<file path="src/rtl/f2d_pipe_ctrl_pkg.sv">
// Shared definitions for the fetch-to-decode stall/flush sequencer and the
// F/D and D/X pipeline latches.
package f2d_pipe_ctrl_pkg;

  // Sequencer state encoding (2 bits)
  typedef enum logic [1:0] {
    ST_RUN   = 2'b00,
    ST_FLUSH = 2'b01,
    ST_HALT  = 2'b10
  } state_t;

  // Width of the branch-penalty counter (penalty range 0..7)
  localparam int unsigned PEN_W = 3;

  // Instruction word the latches load when a bubble is inserted (addi x0,x0,0)
  localparam logic [31:0] NOP_INSTR = 32'h0000_0013;

endpackage : f2d_pipe_ctrl_pkg

</file>
<file path="src/rtl/f2d_sat_counter.sv">
// Saturating up-counter used for the optional stall/flush performance counts.
module f2d_sat_counter #(
  parameter int unsigned CNT_W = 16
) (
  input  logic             clk,
  input  logic             rst,
  input  logic             inc,
  output logic [CNT_W-1:0] cnt
);

  logic [CNT_W-1:0] r_cnt;

  // Count up on inc, holding at all-ones once reached
  always_ff @(posedge clk or negedge rst) begin
    if (!rst) begin
      r_cnt <= '0;
    end else if (inc && (r_cnt != {CNT_W{1'b1}})) begin
      r_cnt <= r_cnt + CNT_W'(1);
    end
  end

  assign cnt = r_cnt;

endmodule : f2d_sat_counter

</file>
<file path="src/rtl/f2d_pipe_ctrl.sv">
// Stall/flush sequencer for the PC register, F/D latch and D/X latch.
// Optional performance counters are built when F2D_PERF_CNT_EN is defined.
module f2d_pipe_ctrl
  import f2d_pipe_ctrl_pkg::*;
#(
  parameter int unsigned BR_PENALTY = 1,
  parameter int unsigned CNT_W      = 16
) (
  input  logic             clk,
  input  logic             rst,
  input  logic             loadUseHazD,
  input  logic             branchTakenX,
  input  logic             imemStallF,
  input  logic             dmemStallM,
  input  logic             haltD,
  input  logic             instrValidD,
  output logic             pcWrEn,
  output logic             f2dWrEn,
  output logic             f2dBubble,
  output logic             d2xBubble,
  output logic             halted,
  output logic [CNT_W-1:0] stallCnt,
  output logic [CNT_W-1:0] flushCnt
);

  localparam logic [PEN_W-1:0] PEN_RELOAD = PEN_W'(BR_PENALTY);
  localparam logic             PEN_EN     = (BR_PENALTY != 0);

  state_t           r_state;
  state_t           w_next_state;
  logic [PEN_W-1:0] r_pen_cnt;
  logic [PEN_W-1:0] w_next_pen;
  logic             w_pc_wr;
  logic             w_f2d_wr;
  logic             w_f2d_bub;
  logic             w_d2x_bub;
  logic             w_halted;

  // State and penalty-counter registers
  always_ff @(posedge clk or negedge rst) begin
    if (!rst) begin
      r_state   <= ST_RUN;
      r_pen_cnt <= '0;
    end else begin
      r_state   <= w_next_state;
      r_pen_cnt <= w_next_pen;
    end
  end

  // Next-state and combinational pipeline controls; reset forces NOP fill
  always_comb begin
    w_next_state = r_state;
    w_next_pen   = r_pen_cnt;
    w_pc_wr      = 1'b0;
    w_f2d_wr     = 1'b0;
    w_f2d_bub    = 1'b0;
    w_d2x_bub    = 1'b0;
    w_halted     = 1'b0;

    case (r_state)
      ST_RUN: begin
        if (dmemStallM) begin
          // whole pipe frozen
        end else if (branchTakenX) begin
          w_pc_wr   = 1'b1;
          w_f2d_wr  = 1'b1;
          w_f2d_bub = 1'b1;
          w_d2x_bub = 1'b1;
          if (PEN_EN) begin
            w_next_state = ST_FLUSH;
            w_next_pen   = PEN_RELOAD;
          end
        end else if (haltD && instrValidD) begin
          w_f2d_wr     = 1'b1;
          w_f2d_bub    = 1'b1;
          w_next_state = ST_HALT;
        end else if (loadUseHazD) begin
          w_d2x_bub = 1'b1;
        end else if (imemStallF) begin
          w_f2d_wr  = 1'b1;
          w_f2d_bub = 1'b1;
        end else begin
          w_pc_wr  = 1'b1;
          w_f2d_wr = 1'b1;
        end
      end

      ST_FLUSH: begin
        if (dmemStallM) begin
          // frozen; penalty count holds
        end else if (branchTakenX) begin
          w_pc_wr    = 1'b1;
          w_f2d_wr   = 1'b1;
          w_f2d_bub  = 1'b1;
          w_d2x_bub  = 1'b1;
          w_next_pen = PEN_RELOAD;
        end else begin
          // wrong-path slots: hazards, halts and imem stalls are ignored
          w_pc_wr    = 1'b1;
          w_f2d_wr   = 1'b1;
          w_f2d_bub  = 1'b1;
          w_next_pen = r_pen_cnt - PEN_W'(1);
          if (r_pen_cnt == PEN_W'(1)) begin
            w_next_state = ST_RUN;
          end
        end
      end

      ST_HALT: begin
        w_f2d_wr  = 1'b1;
        w_f2d_bub = 1'b1;
        w_halted  = 1'b1;
      end

      default: begin
        w_next_state = ST_RUN;
        w_next_pen   = '0;
      end
    endcase

    if (!rst) begin
      w_pc_wr   = 1'b0;
      w_f2d_wr  = 1'b1;
      w_f2d_bub = 1'b1;
      w_d2x_bub = 1'b1;
      w_halted  = 1'b0;
    end
  end

  assign pcWrEn    = w_pc_wr;
  assign f2dWrEn   = w_f2d_wr;
  assign f2dBubble = w_f2d_bub;
  assign d2xBubble = w_d2x_bub;
  assign halted    = w_halted;

`ifdef F2D_PERF_CNT_EN
  logic w_stall_inc;
  logic w_flush_inc;

  // Stall cycles exclude the halted state; flushed slots are bubbled F/D loads
  assign w_stall_inc = rst & ~w_pc_wr & (r_state != ST_HALT);
  assign w_flush_inc = rst & w_f2d_bub;

  f2d_sat_counter #(.CNT_W(CNT_W)) u_stall_cnt (
    .clk (clk),
    .rst (rst),
    .inc (w_stall_inc),
    .cnt (stallCnt)
  );

  f2d_sat_counter #(.CNT_W(CNT_W)) u_flush_cnt (
    .clk (clk),
    .rst (rst),
    .inc (w_flush_inc),
    .cnt (flushCnt)
  );
`else
  assign stallCnt = '0;
  assign flushCnt = '0;
`endif

endmodule : f2d_pipe_ctrl

</file>
<file path="config.mk">
export PLATFORM = sky130hd
export DESIGN_NAME = f2d_pipe_ctrl
export DESIGN_NICKNAME = d
export VERILOG_FILES = /design/src/rtl/f2d_pipe_ctrl_pkg.sv /design/src/rtl/f2d_sat_counter.sv /design/src/rtl/f2d_pipe_ctrl.sv
export SDC_FILE = /design/constraint.sdc
export NUM_CORES = 1
export LEC_CHECK = 0
export ABC_AREA = 1
export CAP_MARGIN = 20
export CORE_MARGIN = 2
export CORE_UTILIZATION = 35
export DETAILED_ROUTE_END_ITERATION = 16
export DONT_BUFFER_PORTS = 1
export GPL_TIMING_DRIVEN = 0
export HOLD_SLACK_MARGIN = 0.05
export PLACE_DENSITY = 0.47
export SLEW_MARGIN = 5
export SYNTH_ARGS = -nofsm -noshare
export SYNTH_HDL_FRONTEND = slang
export SYNTH_HIERARCHICAL = 1
export SYNTH_SLANG_ARGS = --single-unit
</file>
<file path="constraint.sdc">
create_clock -name clk -period 1.4 [get_ports clk]
set_input_delay 0.14 -clock clk [delete_from_list [all_inputs] [get_ports clk]]
set_output_delay 0.14 -clock clk [all_outputs]
set_load 0.02 [all_outputs]
</file>
==> key figures, run 1 <==
Status
  • Status: finished clean

Placement
  • Pre-CTS setup slack: 141 ps
  • Port bufs: 0
  • Placed cells: 154
  • Routability cong.: 0.763
  • Hpwl dp: 975 µm

Cells and area
  • Final nets: 146
  • Post-Layout Cell Count: 160
  • Final Util: 50.1%
  • Area growth syn-to-layout: 32.4%
  • Fraction of layout cells with a size suffix above 1: 34.8%
  • ANT cells: 0

STA
  • Max-slew violation count: 0
  • Post-route minimum period: 1330 ps
  • Final WS setup: 65.1 ps
  • Period Utilization, post-route: 95.4%
  • Clock skew: 2.10 ps
  • Final hold vios: 0
  • # setup viols final: 0
  • Setup_tns: 0 ps
  • RSZ-0062 raised after global routing: true
  • Fmax: 0.749 GHz

Die
  • Initial core utilization: 37.8%
  • Core area: 1750 µm²
  • Row cnt: 15
  • Die width: 47.4 µm
  • Die Y: 47.4 µm
  • IO Count: 45
  • Die ar.: 2250 µm²

Setup path
  • Worst Setup End Kind: output pin
  • Critical Path RT: 1260 ps
  • Crit path DAT: 1190 ps
  • Crit path from: r_state[0]
  • Startpoint Class: flip-flop
  • Critical Path End: f2dBubble
  • Critical Path Fanout Max: 5
  • Worst R2R Setup Slack: 260 ps
  • R2R Path Start: r_state[0]
  • R2r endpoint: r_state[0]
  • Setup CP Type: flip-flop to output pin
  • Reg2Reg Depth: 5

Route
  • Vias per inst: 3.69
  • Total wire length: 1.20 mm
  • First-pass detailed-route iteration total: 4
  • Antenna viol nets, final: 0
  • DR DRC count: 0
  • Routed vias: 591
  • Drt wl/cell: 7.49 µm
  • Initial DRC count: 5

Hold path
  • Hold crit path type: primary input to flip-flop

Synthesis
  • Count of cell types in the netlist: 19
  • Cells after Synth: 98
  • Asr flop ratio synth: 100%
  • Largest cells by area after synthesis: buf_4, dfrtp_1, nand2_1, nand3_1, inv_1
  • Register area share after synthesis: 18.9%
  • Leading area contributor after synthesis: buf_4
  • Post-synth top flop: dfrtp_1
  • Post-synth top cells: buf_4, nand2_1, inv_1
  • Yosys top cell area share: 36.4%
  • EDFF count, synth: 0
  • Yosys warning count: 6
  • Post-synthesis register bit count: 5
  • Synth Cell Area: 661 µm²
  • Cell with the most instances after synthesis: buf_4
  • Avg Synthesized Cell Area: 6.74 µm²

GRT
  • Overall routing resource usage: 12.3%
  • Total gr overflow: 0
  • First-pass GRT wire length: 1.89 mm
  • Initial antenna violation count: 0
  • Vias in the first global route: 490
  • Largest net degree at the start of global routing: 7

CTS
  • Root buffer cell: clkbuf_4
  • Max clock buf depth: 2
  • CTS Buf Count: 3
  • Clock Latency Late Sink: 240 ps
  • H-tree Lvls: 1
  • CTS tree: built
  • Clk pin slew, worst setup/hold paths: 50 ps
  • Sink Count: 5

Power
  • Max rail drop VDD: 0.353 mV
  • Leakage: 0.512 nW
  • Power per cell area: 564 nW/µm²
  • Tot Pwr: 0.494 mW

Flow run
  • Max-cap viol count: 0
==> state kept, by name (all words and copies together) (netlist names) <==
name and flops:
r_state 2, r_pen_cnt 3
==> power breakdown <==
part / total [mW] / internal (mW) / switching, mW / leakage [nW]
Clock: 0.174 / 0.108 / 0.0655 / 0.0150
Combinational: 0.175 / 0.0691 / 0.106 / 0.449
Sequential: 0.145 / 0.145 / 0 / 0.0473
Total: 0.494 / 0.322 / 0.171 / 0.512
==> worst max-delay path, stage by stage (launching register included) <==
cell and delay (ps):
dfrtp_2 450, nor2_4 130, inv_1 60, o21ai_1 150, nand3_2 160
==> stage by stage <==
stage / cell area (µm²) / hold WS [ps]
global placement: 808 / -155
CTS: 867 / 80.6
detailed placement: 808 / -155
floorplan: 777 / -156
finish: 875 / 82.8
global route: 875 / 76.6
==> per-layer routing <==
layer	track usage, %	share of wire (%)	wire (µm)
met5	0	0	0
met4	6.67	1.1	13
met3	3.77	12	138
met2	23.8	49	584
met1	11.2	39	462
==> cells in the final DEF (no fill, tap or decap), drive strengths merged <==
cell type / instances
a21oi: 1
nand3: 8
ha: 2
clkbuf: 4
dlygate4sd3: 1
nand4: 2
buf: 33
o211ai: 1
conb: 32
dfrtp: 5
o21ai: 6
inv: 12
nand2: 19
nor2: 8
nor3: 1
==> kinds of logic after synthesis <==
logic type,share of synthesized area (%)
other cells,0.568
simple gates,27.1
buf+inv,43.2
flops,18.9
fa+ha+maj,3.79
compound gates,6.44
==> cell type report <==
| type | instances | area, µm² |
|---|---|---|
| Multi-Input combinational cell | 80 | 388 |
| Clock buffer | 4 | 26.3 |
| Tap cell | 25 | 31.3 |
| Sequential cell | 5 | 126 |
| Inverter | 12 | 45.0 |
| Timing Repair Buffer | 2 | 17.5 |
| Fill cell | 182 | 871 |
| Buffer | 32 | 240 |
==> timing repair <==
item | CTS | global route
pin swaps | 1 | 3
buffers inserted | 1 | 0
setup endpoints to repair | 3 | 4
hold endpoints to repair | 5 | 0
gates resized for setup | 4 | 4
hold buffers | 1 | 0
==> worst min path at each step <==
stage            startpoint  slack (ps)            to  cells past startpoint
2_1_floorplan           rst        -160  r_pen_cnt[0]                      0
3_3_place_gp            rst        -160    r_state[1]                      0
3_5_place_dp            rst        -160    r_state[1]                      0
4_1_cts        branchTakenX          80    r_state[1]                      3
5_1_grt        branchTakenX          80    r_state[1]                      3
6_report       branchTakenX          80    r_state[1]                      3
Note: power is estimated with default switching activity, not from simulation.
==> run 2: changes to the inputs <==
--- a/config.mk
+++ b/config.mk
@@ -14,6 +14,7 @@
 export GPL_TIMING_DRIVEN = 0
 export HOLD_SLACK_MARGIN = 0.05
 export PLACE_DENSITY = 0.47
+export SETUP_SLACK_MARGIN = 0.3
 export SLEW_MARGIN = 5
 export SYNTH_ARGS = -nofsm -noshare
 export SYNTH_HDL_FRONTEND = slang
==> run 2 against run 1 <==
Compared with the run above:
- utilization grew 7.1 points
- critical path depth unchanged
- sequential power hardly changed
- sequential share of layout area fell by 1.7 points
- total power barely moved
- global-route usage is 1.1 points lower
- register-to-register slack got worse by 30 ps
- sequential cell count did not move
- final cell count up 1.9%
- clock skew grew 3.2 ps
- non-clock buffer count is 3 higher
- wire length increased by 15%
- critical endpoint unchanged
- largest power group unchanged
==> key figures, run 2 (same netlist as run 1, synthesis figures left out) <==
Cells and area
  • ANT cells: 0 (unchanged)
  • Max reg flops: 3 (unchanged)
  • Register bank with the most flops: r_pen_cnt
  • Fraction of layout cells with a size suffix above 1: 49.3% (+14 points)
  • Final Util: 57.2% (+7.1 points)
  • Final nets: 149 (+2.1%)
  • Regs by FF count: r_pen_cnt (3), r_state (2)
  • Commonest non-fill, non-tap cells in the layout: buf_4, conb_1, nand2_1, inv_1
  • Most common cell after layout, fill and taps aside: buf_4
  • Area growth syn-to-layout: 51.1%

STA
  • Clock skew: 5.30 ps (+3.20 ps)
  • Post-route minimum period: 1220 ps (-112 ps)
  • # setup viols final: 0 (unchanged)
  • Final hold vios: 0 (unchanged)
  • Final WS setup: 177 ps (+112 ps)
  • Max-slew violation count: 0 (unchanged)
  • RSZ-0062 raised after global routing: true
  • Period Utilization, post-route: 87.4% (-8.0 points)
  • Fmax: 0.818 GHz (+9.2%)
  • Setup_tns: 0 ps (unchanged)

Setup path
  • Crit-path cells: nor2_4, inv_2, o21ai_2, nand3_2
  • Critical Path Fanout Max: 3 (-2)
  • Crit path max-delay cell type: dfrtp_2
  • Critical path's largest stage delay: 430 ps (-20 ps)
  • Critical Path RT: 1260 ps (about the same)
  • Worst R2R Setup Slack: 230 ps (-30 ps)
  • Reg2Reg Depth: 5 (unchanged)
  • Setup CP Type: flip-flop to output pin
  • Crit path DAT: 1080 ps (-110 ps)
  • Startpoint Class: flip-flop
  • R2R Path Start: r_pen_cnt[0]
  • R2r endpoint: r_pen_cnt[1]
  • Worst Setup End Kind: output pin

Die
  • Die Y: 47.4 µm (unchanged)
  • IO Count: 45 (unchanged)
  • Die ar.: 2250 µm² (unchanged)
  • Initial core utilization: 37.8% (unchanged)
  • Die width: 47.4 µm (unchanged)
  • Row cnt: 15 (unchanged)
  • Core area: 1750 µm² (unchanged)

CTS
  • Clk pin slew, worst setup/hold paths: 40 ps (about the same)
  • Sink Count: 5 (unchanged)
  • H-tree Lvls: 1 (unchanged)
  • Root buffer cell: clkbuf_4
  • Max clock buf depth: 2 (unchanged)
  • CTS Buf Count: 3 (unchanged)
  • Clock Latency Late Sink: 240 ps (about the same)
  • CTS tree: built

Placement
  • Hpwl dp: 980 µm (+0.52%)
  • Port bufs: 0 (unchanged)
  • Pre-CTS setup slack: 198 ps (+56.9 ps)
  • Routability cong.: 0.747 (-2.1%)

Route
  • Total wire length: 1.38 mm (+15%)
  • Vias per inst: 3.77 (+2.0%)
  • Initial DRC count: 11 (+6)
  • Top Metal Used: met3
  • Met2 WL: 716 µm (+23%)
  • Met3 WL: 130 µm (-5.8%)
  • Antenna viol nets, final: 0 (unchanged)
  • WL met1: 534 µm (+16%)
  • Routed vias: 614 (+3.9%)
  • Drt wl/cell: 8.47 µm (+13%)
  • First-pass detailed-route iteration total: 4 (unchanged)
  • DR DRC count: 0 (unchanged)

Power
  • Comb pwr share: 36.8% (+1.3 points)
  • Sw Share: 34.4% (-0.38 points)
  • Power per cell area: 494 nW/µm² (-12%)
  • Seq pwr share: 29.4% (about the same)
  • Int Pwr: 0.324 mW (+0.60%)
  • Proportion of power drawn by the clock network: 33.9% (-1.3 points)
  • P_sw: 0.170 mW (-1.1%)
  • Leakage: 0.529 nW (+3.4%)
  • Max rail drop VDD: 0.405 mV (+15%)

GRT
  • Vias in the first global route: 458 (-6.5%)
  • Total gr overflow: 0 (unchanged)
  • Overall routing resource usage: 11.2% (-1.1 points)
  • First-pass GRT wire length: 1.75 mm (-7.7%)
  • Largest net degree at the start of global routing: 7 (unchanged)
  • Initial antenna violation count: 0 (unchanged)

Status
  • Status: finished clean

Hold path
  • Hold crit path type: primary input to flip-flop
  • Worst Hold Path Cells: 3 (unchanged)
  • Hold endpoint: r_state[1]
  • Hold path start: branchTakenX

Flow run
  • Max-cap viol count: 0 (unchanged)
[run 2: through the flow]
stage          instances  instance area (µm²)  power, mW  hold slack, ps
5_1_grt              163                  998      0.533            90.3
3_5_place_dp         154                  817      0.312            -155
4_1_cts              162                  953      0.496            83.0
6_report             163                  998      0.494            96.6
2_1_floorplan        129                  786      0.309            -156
3_3_place_gp         154                  817      0.312            -155
[run 2: final cells by class]
class	instances	area [µm²]
inverters	12	47.5
multi-input cells	80	482
repair buffers	5	43.8
flip-flops and latches	5	128
well taps	25	31.3
clock buffers	4	26.3
plain buffers	32	240
fillers	172	747
[run 2: per-layer routing]
metal	vias to the layer above	track usage, %
met4	0	6.67
met3	0	3.77
li1	322	-
met2	31	21.1
met5	-	0
met1	261	10.3
[run 2: worst max path at each step]
stage               start         to  slack [ps]
4_1_cts        r_state[0]    f2dWrEn         140
2_1_floorplan  r_state[0]  f2dBubble         270
3_3_place_gp   r_state[0]  f2dBubble         200
5_1_grt        r_state[0]  f2dBubble         110
6_report       r_state[0]  f2dBubble         180
3_5_place_dp   r_state[0]  f2dBubble         200
[run 2: critical path: cells and delay by family, from the launching register on]
kind                   cells  cell delay (ps)
AOI/OAI and AO/OA          1              110
and+or+nand+nor            2              250
DFF                        1              430
buffers and inverters      1               50
[run 2: power groups by stage]
stage          registers, mW  clock network (mW)  logic [mW]
2_1_floorplan          0.147                   0       0.162
3_3_place_gp           0.147                   0       0.164
3_5_place_dp           0.147                   0       0.165
4_1_cts                0.145               0.174       0.177
5_1_grt                0.145               0.193       0.195
6_report               0.145               0.167       0.181
[run 2: timing repair]
action / CTS / global route
pin swaps: 8 / 7
resized for setup: 23 / 12
endpoints found under the hold margin: 5 / 0
setup buffers: 3 / 1
endpoints found under the setup margin: 7 / 10
hold buffers: 1 / 0
==> run 3: changes to the inputs <==
--- a/config.mk
+++ b/config.mk
@@ -6,7 +6,6 @@
 export NUM_CORES = 1
 export LEC_CHECK = 0
 export ABC_AREA = 1
-export CAP_MARGIN = 20
 export CORE_MARGIN = 2
 export CORE_UTILIZATION = 35
 export DETAILED_ROUTE_END_ITERATION = 16
@@ -14,7 +13,7 @@
 export GPL_TIMING_DRIVEN = 0
 export HOLD_SLACK_MARGIN = 0.05
 export PLACE_DENSITY = 0.47
-export SETUP_SLACK_MARGIN = 0.3
+export SETUP_SLACK_MARGIN = 0.05
 export SLEW_MARGIN = 5
 export SYNTH_ARGS = -nofsm -noshare
 export SYNTH_HDL_FRONTEND = slang
==> run 3 against run 2 <==
Compared with the run above:
- total power grew 0.71%
- wire length shrank 11%
- global-route usage grew 1.1 points
- sequential cell count did not move
- clock-buffer cell count did not move
==> key figures, run 3 (same netlist as run 1, synthesis figures left out) <==
Placement
  • Routability cong.: 0.763 (+2.1%)
  • Port bufs: 0 (unchanged)
  • Placed cells: 154 (unchanged)
  • Hpwl dp: 975 µm (-0.52%)

Cells and area
  • ANT cells: 0 (unchanged)
  • Fraction of layout cells with a size suffix above 1: 37.0% (-12 points)
  • Post-Layout Cell Count: 160 (-1.8%)
  • Regs by FF count: r_pen_cnt (3), r_state (2)
  • Max reg flops: 3 (unchanged)
  • Register bank with the most flops: r_pen_cnt
  • Most common cell after layout, fill and taps aside: buf_4
  • Area growth syn-to-layout: 34.8%
  • Commonest non-fill, non-tap cells in the layout: buf_4, conb_1, nand2_1, inv_1, nand3_1
  • Final nets: 146 (-2.0%)

Die
  • Die ar.: 2250 µm² (unchanged)
  • Die Y: 47.4 µm (unchanged)
  • Row cnt: 15 (unchanged)
  • IO Count: 45 (unchanged)
  • Core area: 1750 µm² (unchanged)
  • Initial core utilization: 37.8% (unchanged)
  • Die width: 47.4 µm (unchanged)

CTS
  • Root buffer cell: clkbuf_4
  • Sink Count: 5 (unchanged)
  • H-tree Lvls: 1 (unchanged)
  • Max clock buf depth: 2 (unchanged)
  • Clk pin slew, worst setup/hold paths: 50 ps (about the same)
  • Clock Latency Late Sink: 240 ps (about the same)
  • CTS Buf Count: 3 (unchanged)
  • CTS tree: built

Setup path
  • Reg2Reg Depth: 5 (unchanged)
  • Setup CP Type: flip-flop to output pin
  • Worst Setup End Kind: output pin
  • Critical Path End: pcWrEn
  • R2R Path Start: r_state[0]
  • Crit path from: r_state[1]
  • Critical Path RT: 1260 ps (about the same)
  • R2r endpoint: r_state[0]
  • Critical Path Fanout Max: 4 (+1)
  • Startpoint Class: flip-flop
  • Crit path DAT: 1180 ps (+100 ps)
  • Worst R2R Setup Slack: 270 ps (+40 ps)

Route
  • First-pass detailed-route iteration total: 4 (unchanged)
  • Initial DRC count: 4 (-7)
  • Routed vias: 590 (-3.9%)
  • Antenna viol nets, final: 0 (unchanged)
  • Total wire length: 1.22 mm (-11%)
  • DR DRC count: 0 (unchanged)
  • Vias per inst: 3.69 (-2.1%)
  • Drt wl/cell: 7.64 µm (-9.8%)

GRT
  • Initial antenna violation count: 0 (unchanged)
  • First-pass GRT wire length: 1.89 mm (+8.3%)
  • Overall routing resource usage: 12.3% (+1.1 points)
  • Total gr overflow: 0 (unchanged)
  • Largest net degree at the start of global routing: 7 (unchanged)
  • Vias in the first global route: 488 (+6.6%)

Power
  • Sw Share: 34.9% (+0.56 points)
  • P_sw: 0.174 mW (+2.4%)
  • Int Pwr: 0.324 mW (-0.16%)
  • Proportion of power drawn by the clock network: 34.9% (+1.0 points)
  • Seq pwr share: 29.1% (-0.3 points)
  • Comb pwr share: 35.9% (-0.9 points)
  • Power per cell area: 558 nW/µm² (+13%)
  • Max rail drop VDD: 0.353 mV (-13%)
  • Leakage: 0.512 nW (-3.2%)

STA
  • RSZ-0062 raised after global routing: true
  • Period Utilization, post-route: 94.6% (+7.2 points)
  • Setup_tns: 0 ps (unchanged)
  • Max-slew violation count: 0 (unchanged)
  • Clock skew: 2.10 ps (-3.20 ps)
  • # setup viols final: 0 (unchanged)
  • Fmax: 0.755 GHz (-7.6%)
  • Post-route minimum period: 1320 ps (+101 ps)
  • Final hold vios: 0 (unchanged)

Hold path
  • Hold crit path type: primary input to flip-flop

Status
  • Status: finished clean

Flow run
  • Max-cap viol count: 0 (unchanged)
[run 3: cell count changes in the layout (fill, tap and decap cells not counted), sizes merged]
cell / delta
buf: -3
[run 3: repair_timing]
| item | CTS | global route |
|---|---|---|
| setup endpoints to repair | 4 | 4 |
| hold endpoints to repair | 5 | 0 |
| hold buffers | 1 | 0 |
| setup buffers | 1 | 0 |
| resized for setup | 7 | 5 |
| pin swaps | 1 | 5 |
[run 3: critical path, cell delays in order (launching register included)]
cell and delay [ps]:
dfrtp_1 430, nor2_2 200, nand2_1 120, a21oi_4 200
[run 3: layer usage]
layer,vias to the layer above,GRT usage (%),wire (µm)
li1,318,-,-
met1,238,11.2,480
met2,32,23.8,596
met3,2,3.77,133
met4,0,6.67,13
met5,-,0,0
[run 3: worst min-delay path by stage]
| stage | start | to | slack, ps | cells after the start |
|---|---|---|---|---|
| finish | branchTakenX | r_state[1] | 80 | 3 |
| detailed placement | rst | r_state[1] | -160 | 0 |
| floorplan | rst | r_pen_cnt[0] | -160 | 0 |
| CTS | branchTakenX | r_state[1] | 80 | 3 |
| global placement | rst | r_state[1] | -160 | 0 |
| global route | branchTakenX | r_state[1] | 80 | 3 |
[run 3: cell type report]
| cell class | count | area, µm² |
|---|---|---|
| flip-flops and latches | 5 | 126 |
| inverters | 12 | 45.0 |
| plain buffers | 32 | 240 |
| fillers | 177 | 855 |
| repair buffers | 2 | 17.5 |
| well taps | 25 | 31.3 |
| multi-input cells | 80 | 404 |
| clock buffers | 4 | 26.3 |
[run 3: through the flow]
stage / total power, mW / worst slack [ps] / cell area [µm²] / hold WS [ps] / utilization, %
after floorplan: 0.307 / 257 / 777 / -156 / -
after global placement: 0.310 / 167 / 808 / -155 / 46.3
after detailed placement: 0.310 / 141 / 808 / -155 / 46.3
after CTS: 0.497 / 9.32 / 882 / 80.6 / 50.5
after global routing: 0.538 / 17.1 / 891 / 76.7 / 51.0
final: 0.497 / 75.7 / 891 / 82.8 / 51.0
[run 3: power by group through the flow]
| stage | logic (mW) | registers [mW] | clock network, mW |
|---|---|---|---|
| after floorplan | 0.160 | 0.147 | 0 |
| after global placement | 0.163 | 0.147 | 0 |
| after detailed placement | 0.163 | 0.147 | 0 |
| after CTS | 0.173 | 0.145 | 0.180 |
| after global routing | 0.193 | 0.144 | 0.200 |
| final | 0.179 | 0.145 | 0.174 |
